## src/rtl/conv_out_pkg.sv

```systemverilog
// Shared definitions for the convolution output writer: default widths,
// FSM state encoding and the frame terminator word.
package conv_out_pkg;

  localparam int DATA_W_DEF = 16;
  localparam int ADDR_W_DEF = 12;

  localparam logic [15:0] END_MARKER = 16'h00FF;

  // TERM is only reachable when CONV_OUT_TERMINATOR_EN is defined.
  typedef enum logic [2:0] {
    IDLE  = 3'd0,
    RUN   = 3'd1,
    FLUSH = 3'd2,
    TERM  = 3'd3,
    DONE  = 3'd4
  } conv_state_e;

endpackage

```

## src/rtl/conv_out_writer_bit_packer.sv

```systemverilog
// MSB-first bit packer: the first pushed bit of a word lands in bit DATA_W-1.
// clr and push in the same cycle start a fresh word holding the pushed bit.
module bit_packer
  import conv_out_pkg::*;
#(
  parameter int  DATA_W = DATA_W_DEF,
  localparam int CNT_W  = $clog2(DATA_W + 1)
) (
  input  logic              clk,
  input  logic              reset_b,
  input  logic              clr,
  input  logic              push,
  input  logic              bit_in,
  output logic [DATA_W-1:0] word,
  output logic [CNT_W-1:0]  count_next,
  output logic              full,
  output logic              pending
);

  logic [CNT_W-1:0]  count;
  logic [DATA_W-1:0] base_word;
  logic [CNT_W-1:0]  base_cnt;
  logic [DATA_W-1:0] word_nx;

  always_comb begin
    base_word  = clr ? '0 : word;
    base_cnt   = clr ? '0 : count;
    word_nx    = base_word;
    count_next = base_cnt;
    if (push && (base_cnt < CNT_W'(DATA_W))) begin
      word_nx    = base_word | ({bit_in, {(DATA_W-1){1'b0}}} >> base_cnt);
      count_next = base_cnt + CNT_W'(1);
    end
  end

  always_ff @(posedge clk) begin
    if (reset_b) begin
      word  <= '0;
      count <= '0;
    end else begin
      word  <= word_nx;
      count <= count_next;
    end
  end

  assign full    = (count == CNT_W'(DATA_W));
  assign pending = (count != '0);

endmodule

```

## src/rtl/conv_out_writer.sv

```systemverilog
// Packs convolution result bits into words and writes them to the output SRAM.
// Optional frame terminator write is enabled by defining CONV_OUT_TERMINATOR_EN.
module conv_out_writer
  import conv_out_pkg::*;
#(
  parameter int                DATA_W    = DATA_W_DEF,
  parameter int                ADDR_W    = ADDR_W_DEF,
  parameter logic [ADDR_W-1:0] BASE_ADDR = '0
) (
  input  logic              clk,
  input  logic              reset_b,
  input  logic              start_i,
  input  logic              bit_valid_i,
  input  logic              bit_i,
  input  logic              row_end_i,
  input  logic              frame_end_i,
  output logic [ADDR_W-1:0] dut_sram_write_address,
  output logic [DATA_W-1:0] dut_sram_write_data,
  output logic              dut_sram_write_enable,
  output logic              busy_o,
  output logic              done_o,
  output logic              overflow_o,
  output conv_state_e       dbg_state
);

  localparam int CNT_W = $clog2(DATA_W + 1);

`ifdef CONV_OUT_TERMINATOR_EN
  localparam conv_state_e FINAL_STATE = TERM;
`else
  localparam conv_state_e FINAL_STATE = DONE;
`endif

  conv_state_e       state, state_nx;
  logic              row_req, row_req_nx;
  logic [ADDR_W-1:0] addr;
  logic              pk_clr, pk_push, write_go, commit;
  logic [DATA_W-1:0] pk_word, write_word;
  logic [CNT_W-1:0]  pk_count_nx;
  logic              pk_full, pk_pending;

  bit_packer #(.DATA_W(DATA_W)) u_packer (
    .clk        (clk),
    .reset_b    (reset_b),
    .clr        (pk_clr),
    .push       (pk_push),
    .bit_in     (bit_i),
    .word       (pk_word),
    .count_next (pk_count_nx),
    .full       (pk_full),
    .pending    (pk_pending)
  );

  // Strobes are single-cycle and unacknowledged: a word becomes due on the edge
  // that fills it (or sees row_end) and is written on the edge after that.
  assign commit     = pk_full | row_req;
  assign write_word = (state == TERM) ? DATA_W'(END_MARKER) : pk_word;
  assign dbg_state  = state;

  always_comb begin
    pk_clr   = 1'b0;
    pk_push  = 1'b0;
    write_go = 1'b0;
    case (state)
      IDLE:  pk_clr = start_i;
      RUN: begin
        pk_clr   = commit;
        pk_push  = bit_valid_i;
        write_go = commit;
      end
      FLUSH: begin
        pk_clr   = 1'b1;
        write_go = pk_pending;
      end
      TERM:    write_go = 1'b1;
      default: ;
    endcase
  end

  always_comb begin
    state_nx   = state;
    row_req_nx = 1'b0;
    case (state)
      IDLE: if (start_i) state_nx = RUN;
      RUN: begin
        if (frame_end_i)
          state_nx = (pk_count_nx != '0) ? FLUSH : FINAL_STATE;
        else
          row_req_nx = row_end_i && (pk_count_nx != '0);
      end
      FLUSH:   state_nx = FINAL_STATE;
      TERM:    state_nx = DONE;
      DONE:    state_nx = IDLE;
      default: state_nx = IDLE;
    endcase
  end

  always_ff @(posedge clk) begin
    if (reset_b) begin
      state                  <= IDLE;
      row_req                <= 1'b0;
      addr                   <= BASE_ADDR;
      dut_sram_write_address <= '0;
      dut_sram_write_data    <= '0;
      dut_sram_write_enable  <= 1'b0;
      busy_o                 <= 1'b0;
      done_o                 <= 1'b0;
      overflow_o             <= 1'b0;
    end else begin
      state                 <= state_nx;
      row_req               <= row_req_nx;
      dut_sram_write_enable <= write_go;
      done_o                <= 1'b0;
      if (state == IDLE && start_i) begin
        addr       <= BASE_ADDR;
        overflow_o <= 1'b0;
        busy_o     <= 1'b1;
      end
      if (write_go) begin
        dut_sram_write_address <= addr;
        dut_sram_write_data    <= write_word;
        addr                   <= addr + ADDR_W'(1);
        if (addr == '1) overflow_o <= 1'b1;
      end
      if (state == DONE) begin
        done_o <= 1'b1;
        busy_o <= 1'b0;
      end
    end
  end

endmodule

```

## config.mk

```make
export PLATFORM = sky130hd
export DESIGN_NAME = conv_out_writer
export DESIGN_NICKNAME = d
export VERILOG_FILES = /design/src/rtl/conv_out_pkg.sv /design/src/rtl/conv_out_writer_bit_packer.sv /design/src/rtl/conv_out_writer.sv
export SDC_FILE = /design/constraint.sdc
export NUM_CORES = 1
export LEC_CHECK = 0
export ABC_AREA = 1
export BUFFER_PORTS_ARGS = -buffer_cell sky130_fd_sc_hd__buf_4
export CORE_AREA = 10 10 81 83
export CTS_CLUSTER_SIZE = 28
export DETAILED_ROUTE_END_ITERATION = 10
export DIE_AREA = 0 0 91 93
export PLACE_DENSITY = 0.88
export SETUP_SLACK_MARGIN = 0.4
export SLEW_MARGIN = 20
export SYNTH_ARGS = -nofsm -noshare
export SYNTH_HDL_FRONTEND = slang
export SYNTH_SLANG_ARGS = --single-unit
```

## constraint.sdc

```tcl
create_clock -name clk -period 4.8 [get_ports clk]
set_input_delay 0.24 -clock clk [delete_from_list [all_inputs] [get_ports clk]]
set_output_delay 0.24 -clock clk [all_outputs]
set_load 0.05 [all_outputs]
```

Yosys cells after proc, flatten, opt, wreduce, memory -nomap -nowiden
Cells that the tools add are included.
- register bits after elaboration: 69
- output and inout port bits: 35
- word-level logic and storage cells: 55
- bits of input ports: 7
- shifts and indexed selects: 1
- add/sub/neg operators: 2
- bitwise logic cells: 3
- magnitude comparators: 1
- equality and inequality tests: 8
- reductions and logical operators: 11
- mux-type cells: 18
- operators with widths (cell ; number):
    $mux 16 ; 3
    $mux 12 ; 2
    $or 16x16->16 ; 1
    $shr 16x5->16 ; 1
    $add 12x1->12 const B ; 1
    $eq 12x12->1 const B ; 1
    $mux 5 ; 2
    $reduce_bool 5->1 ; 2
    $mux 3 ; 3
    $pmux 3 s3 ; 1
    $eq 3x2->1 const B ; 2
    $pmux 1 s3 ; 2
    $add 5x1->5 const B ; 1
    $eq 5x5->1 const B ; 1
    $lt 5x5->1 const B ; 1
    $mux 1 ; 5
    $ne 2x2->1 const B ; 2
    $reduce_or 2->1 ; 2
    $eq 3x1->1 const B ; 1
    $eq 3x3->1 const B ; 1
    $logic_and 1x1->1 ; 3
    $logic_not 3->1 ; 1
    $reduce_or 3->1 ; 1
    $reduce_and 2->1 ; 1
    other kinds (3) ; 3

Logic depth before layout (Yosys ltp)
- word-level depth: 11
- gate-level depth with buffers: 13
- gate-level depth less buffers: 13

Hierarchy
From an unflattened synthesis, not the netlist that was laid out.
- cells, all modules: 427
- area total of the unflattened synthesis: 3030.4 um^2
- by module, submodules not included (module ; area each (um^2) ; seq. area each (um^2) ; cells an instance ; instances):
    conv_out_writer ; 2129.5 ; 960.9 ; 300 ; 1
    bit_packer ; 900.9 ; 420.4 ; 127 ; 1

Least setup slack after synthesis
OpenSTA, ideal clock, no wires.
- path kind: register -> register
- from: reg state[2], in the netlist dbg_state[2]
- to: reg state[1], in the netlist dbg_state[1]
- arrival time: 2.276 ns
- slack: 2.410 ns
- cell stages (with the launch flop): 14
- period minus slack after synthesis: 2.390 ns
- library setup time: 0.114 ns
- path buffers: 0
- required time: 4.686 ns
- cell sequence: dfxtp_1 nor2_1 o21ai_2 inv_2 a21oi_4 nand2_1 inv_1 ha_1 nand3b_1 nand2_1 nand2_1 nor2_1 and3_1 nor2_1
- word-level cells in the longest chain between the ends: 10
- elaborated cells between the ends (all ways): 19
- classes of those cells: add/sub (1); order compare (1); eq/ne (5); mux (7); reduce/logical (5)
- RTL lines (what ; line ; source):
    start: declaration ; conv_out_writer.sv:34 ; conv_state_e state, state_nx;
    start signal: assignment ; conv_out_writer.sv:110 ; state <= state_nx;
    $eq 3x2->1 (tied with other cells) ; conv_out_writer.sv:64, conv_out_writer.sv:83 ;
    $pmux 1 s3 ; conv_out_writer.sv:64 ; case (state)
    $mux 5 ; conv_out_writer_bit_packer.sv:27 ; base_cnt = clr ? '0 : count;
    $lt 5x5->1 ; conv_out_writer_bit_packer.sv:30 ; if (push && (base_cnt < CNT_W'(DATA_W))) begin
    $logic_and 1x1->1 ; conv_out_writer_bit_packer.sv:30 ;
    $mux 5 ; conv_out_writer_bit_packer.sv:30 ;
    $reduce_bool 5->1 ; conv_out_writer.sv:87 ; state_nx = (pk_count_nx != '0) ? FLUSH : FINAL_STATE;
    $mux 3 ; conv_out_writer.sv:87 ;
    $mux 3 ; conv_out_writer.sv:86 ; if (frame_end_i)
    $pmux 3 s3 ; conv_out_writer.sv:83 ; case (state)
Parallel ways exist; a longest one is shown, timed or not. The select of a mux whose other input is x is not followed.
A chain may end at the register's enable or synchronous reset.

Worst setup path after layout
- from: reg state[2], in the netlist dbg_state[2]
- to: reg row_req
- word-level cells in the longest chain between the ends: 8
- elaborated cells between the ends (all ways): 14
- classes of those cells: add/sub (1); order compare (1); eq/ne (2); mux (4); bitwise (1); reduce/logical (5)
- RTL lines (what ; line ; source):
    $eq 3x2->1 (tied with other cells) ; conv_out_writer.sv:64 ;
    $pmux 1 s3 ; conv_out_writer.sv:64 ;
    $mux 5 ; conv_out_writer_bit_packer.sv:27 ;
    $lt 5x5->1 ; conv_out_writer_bit_packer.sv:30 ;
    $logic_and 1x1->1 ; conv_out_writer_bit_packer.sv:30 ;
    $mux 5 ; conv_out_writer_bit_packer.sv:30 ;
    $reduce_bool 5->1 ; conv_out_writer.sv:89 ; row_req_nx = row_end_i && (pk_count_nx != '0);
    $logic_and 1x1->1 ; conv_out_writer.sv:89 ;
    end signal: assignment ; conv_out_writer.sv:111 ; row_req <= row_req_nx;
    end: declaration ; conv_out_writer.sv:35 ; logic row_req, row_req_nx;
Parallel ways exist; a longest one is shown, timed or not.

==> impl_metrics.env <==
export IMPL_critPathBufInv=2
export IMPL_final_common_cell="nand2_1"
export IMPL_dp_hpwl_um=4570
export IMPL_seq_area_frac_synth=0.477
export IMPL_finalHoldViolCount=0
export IMPL_grt_max_degree=43
export IMPL_cts_htree_levels=3
export IMPL_fmax_mhz=408
export IMPL_insertion_delay_ns=0.35
export IMPL_fin_crit_sh=0.510
export IMPL_synth_warnings=0
export IMPL_synth_avg_cell_area_um2=7.60
export IMPL_worstMarginPinSlew_ns=0.781
export IMPL_setup_violations=0
export IMPL_drt_total_wl_um=6910
export IMPL_arrival_ns=2.69
export IMPL_fin_crit_ns=2.45
export IMPL_required_ns=5.05
export IMPL_clkTransAtPathRegs_ns=0.07
export IMPL_netlist_area_um2=2900
export IMPL_finalSetupTns_ns=0
export IMPL_cts_setup_buffers=0
export IMPL_fillCellCount=420
export IMPL_dp_worst_setup_slack_ns=2.41
export IMPL_die_area_um2=8460
export IMPL_cts_hold_buf=0
export IMPL_grt_pass1_vias=2501
export IMPL_rsz0062_at_grt="false"
export IMPL_cpLargestDelayFamily="simple AND/OR/NAND/NOR gates"
export IMPL_cts_resized=0
export IMPL_drcViolationCount=0
export IMPL_critical_path_slowest_cell="dfxtp_1"
export IMPL_skew_ns=0.00884
export IMPL_slew_violations=0
export IMPL_critPathKind="reg2reg"
export IMPL_layout_common_cells="87 x nand2_1, 69 x dfxtp_1, 45 x a21oi_1, 42 x buf_4, 32 x o21ai_0"
export IMPL_ioPinCount=42
export IMPL_cts_tree="yes"
export IMPL_ir_drop_uv=213
export IMPL_p_leak_uw=0.00137
export IMPL_core_um2=5010
export IMPL_syn_nets=390
export IMPL_start_kind="flip-flop"
export IMPL_cp_slowest_stage_delay_ns=0.48
export IMPL_row_count=26
export IMPL_grt_pass1_wl_um=11600
export IMPL_crit_fanout=19
export IMPL_numCtsBuffers=9
export IMPL_cts_buffer_depth=2
export IMPL_grt_usage=0.166
export IMPL_p_total_uw=1320
export IMPL_synth_edf_count=0
export IMPL_cts_root_buffer="clkbuf_8"
export IMPL_diodes=0
export IMPL_gr_total_overflow=0
export IMPL_setup_ws_ns=2.35
export IMPL_crit_chain="nor2_1, o21ai_2, inv_2, a21oi_4, nand2_1, inv_1, ha_1, nand3b_1, nand2_1, nand2_1, nor2_1, and3_1, nor2_1"
export IMPL_antenna_found_initial=0
export IMPL_pwr_density_cell_nw_per_um2=384
export IMPL_relSlewSlack=0.476
export IMPL_die_w_um=91
export IMPL_start_util=0.578
export IMPL_cts_sinks=69
export IMPL_final_nets=428
export IMPL_synth_top_flop_cell="dfxtp_1"
export IMPL_synthArstFlopShare=0
export IMPL_maxCapViolCount=0
export IMPL_status="finished, final reports clean"
export IMPL_areaGrowthSynthToFinish_pct=18.8
export IMPL_viasPerCell=5.40
export IMPL_first_pass_iters=4
export IMPL_die_y_um=93
export IMPL_gp_congestion=0.961
export IMPL_ys_ff_latch=69
export IMPL_io_buffers=41
export IMPL_end_kind="flip-flop"
export IMPL_drive_above_1_share=0.189
export IMPL_drt_iter0_drc=154
export IMPL_num_vias=2670
export IMPL_hold_class="in2reg"
export IMPL_wl_per_cell_um=14.0
export IMPL_synth_cells=381
export IMPL_antenna_violating_nets_post_route=0
export IMPL_ys_types=35
-- stage by stage --
| step | std cells | instance area, um2 | hold WS, ns | util |
|---|---|---|---|---|
| 6_report | 494 | 3440 | 0.144 | 0.687 |
| 5_1_grt | 494 | 3440 | 0.169 | 0.687 |
| 4_1_cts | 494 | 3440 | 0.136 | 0.687 |
| 3_5_place_dp | 478 | 3220 | 0.458 | 0.642 |
| 3_3_place_gp | 478 | 3220 | 0.452 | 0.642 |
| 2_1_floorplan | 381 | 2900 | 0.384 | - |
-- area by class of cell --
class	instances	area [um2]	share of cell area
Inverter	34	128	0.0371
Multi-Input combinational cell	263	1310	0.379
Sequential cell	69	1380	0.401
Tap cell	70	87.6	0.0255
Timing Repair Buffer	42	315	0.0916
Clock inverter	5	82.6	0.0240
Clock buffer	11	141	0.0411
-- tightest hold or removal path, cell delays in order --
cell and delay (ns):
buf_4 0.11, nand3_1 0.07, nor2_1 0.04
-- cells by family (layout without fill, tap and decap cells) --
kind of cell | Yosys count | in the layout | share of synthesized area
simple gates | 166 | 166 | 0.255
compound gates | 95 | 95 | 0.187
flops | 69 | 69 | 0.477
buf+inv | 49 | 92 | 0.0726
fa+ha+maj | 2 | 2 | 0.00864
-- final timing paths --
path	endpoint	cells after the start	start	slack (ns)
worst min register to register	u_packer.word[1]	2	u_packer.word[1]	0.47
worst max register to register	row_req	13	dbg_state[2]	2.35
worst max-delay path	row_req	13	dbg_state[2]	2.35
worst min-delay path	row_req	3	row_end_i	0.14
-- sequential cells by signal, indices dropped and copies added (netlist names) --
signal and flops:
dut_sram_write_data 16, u_packer.word 16, addr 12, dut_sram_write_address 12
u_packer.count 5, dbg_state 3, busy_o 1, done_o 1
dut_sram_write_enable 1, overflow_o 1, row_req 1
-- power breakdown --
group          leakage [uW]  internal (uW)  switching (uW)
sequential         0.000556            585            11.1
clock              0.000114            309             225
combinational      0.000696           50.7             142
total               0.00137            944             378
-- per-layer routing --
metal  GRT usage  wire length (um)
met1       0.173              2770
met2       0.295              3550
met3      0.0687               472
met4      0.0587               119
met5           0                 0
-- Yosys cell counts, types with 3 or more instances --
cell,count,area (um2)
nand2_1,87,327
nand3_1,22,110
o21ai_0,32,160
nand4_1,5,31.3
nor2_1,31,116
o21ai_1,5,25.0
nand2_2,3,18.8
clkbuf_1,8,30.0
a211oi_2,3,37.5
a21oi_1,45,225
nor2_2,5,31.3
dfxtp_1,69,1380
inv_1,29,109
nor3_1,5,25.0
inv_2,4,15.0
Note: power is estimated with default switching activity, not from simulation.
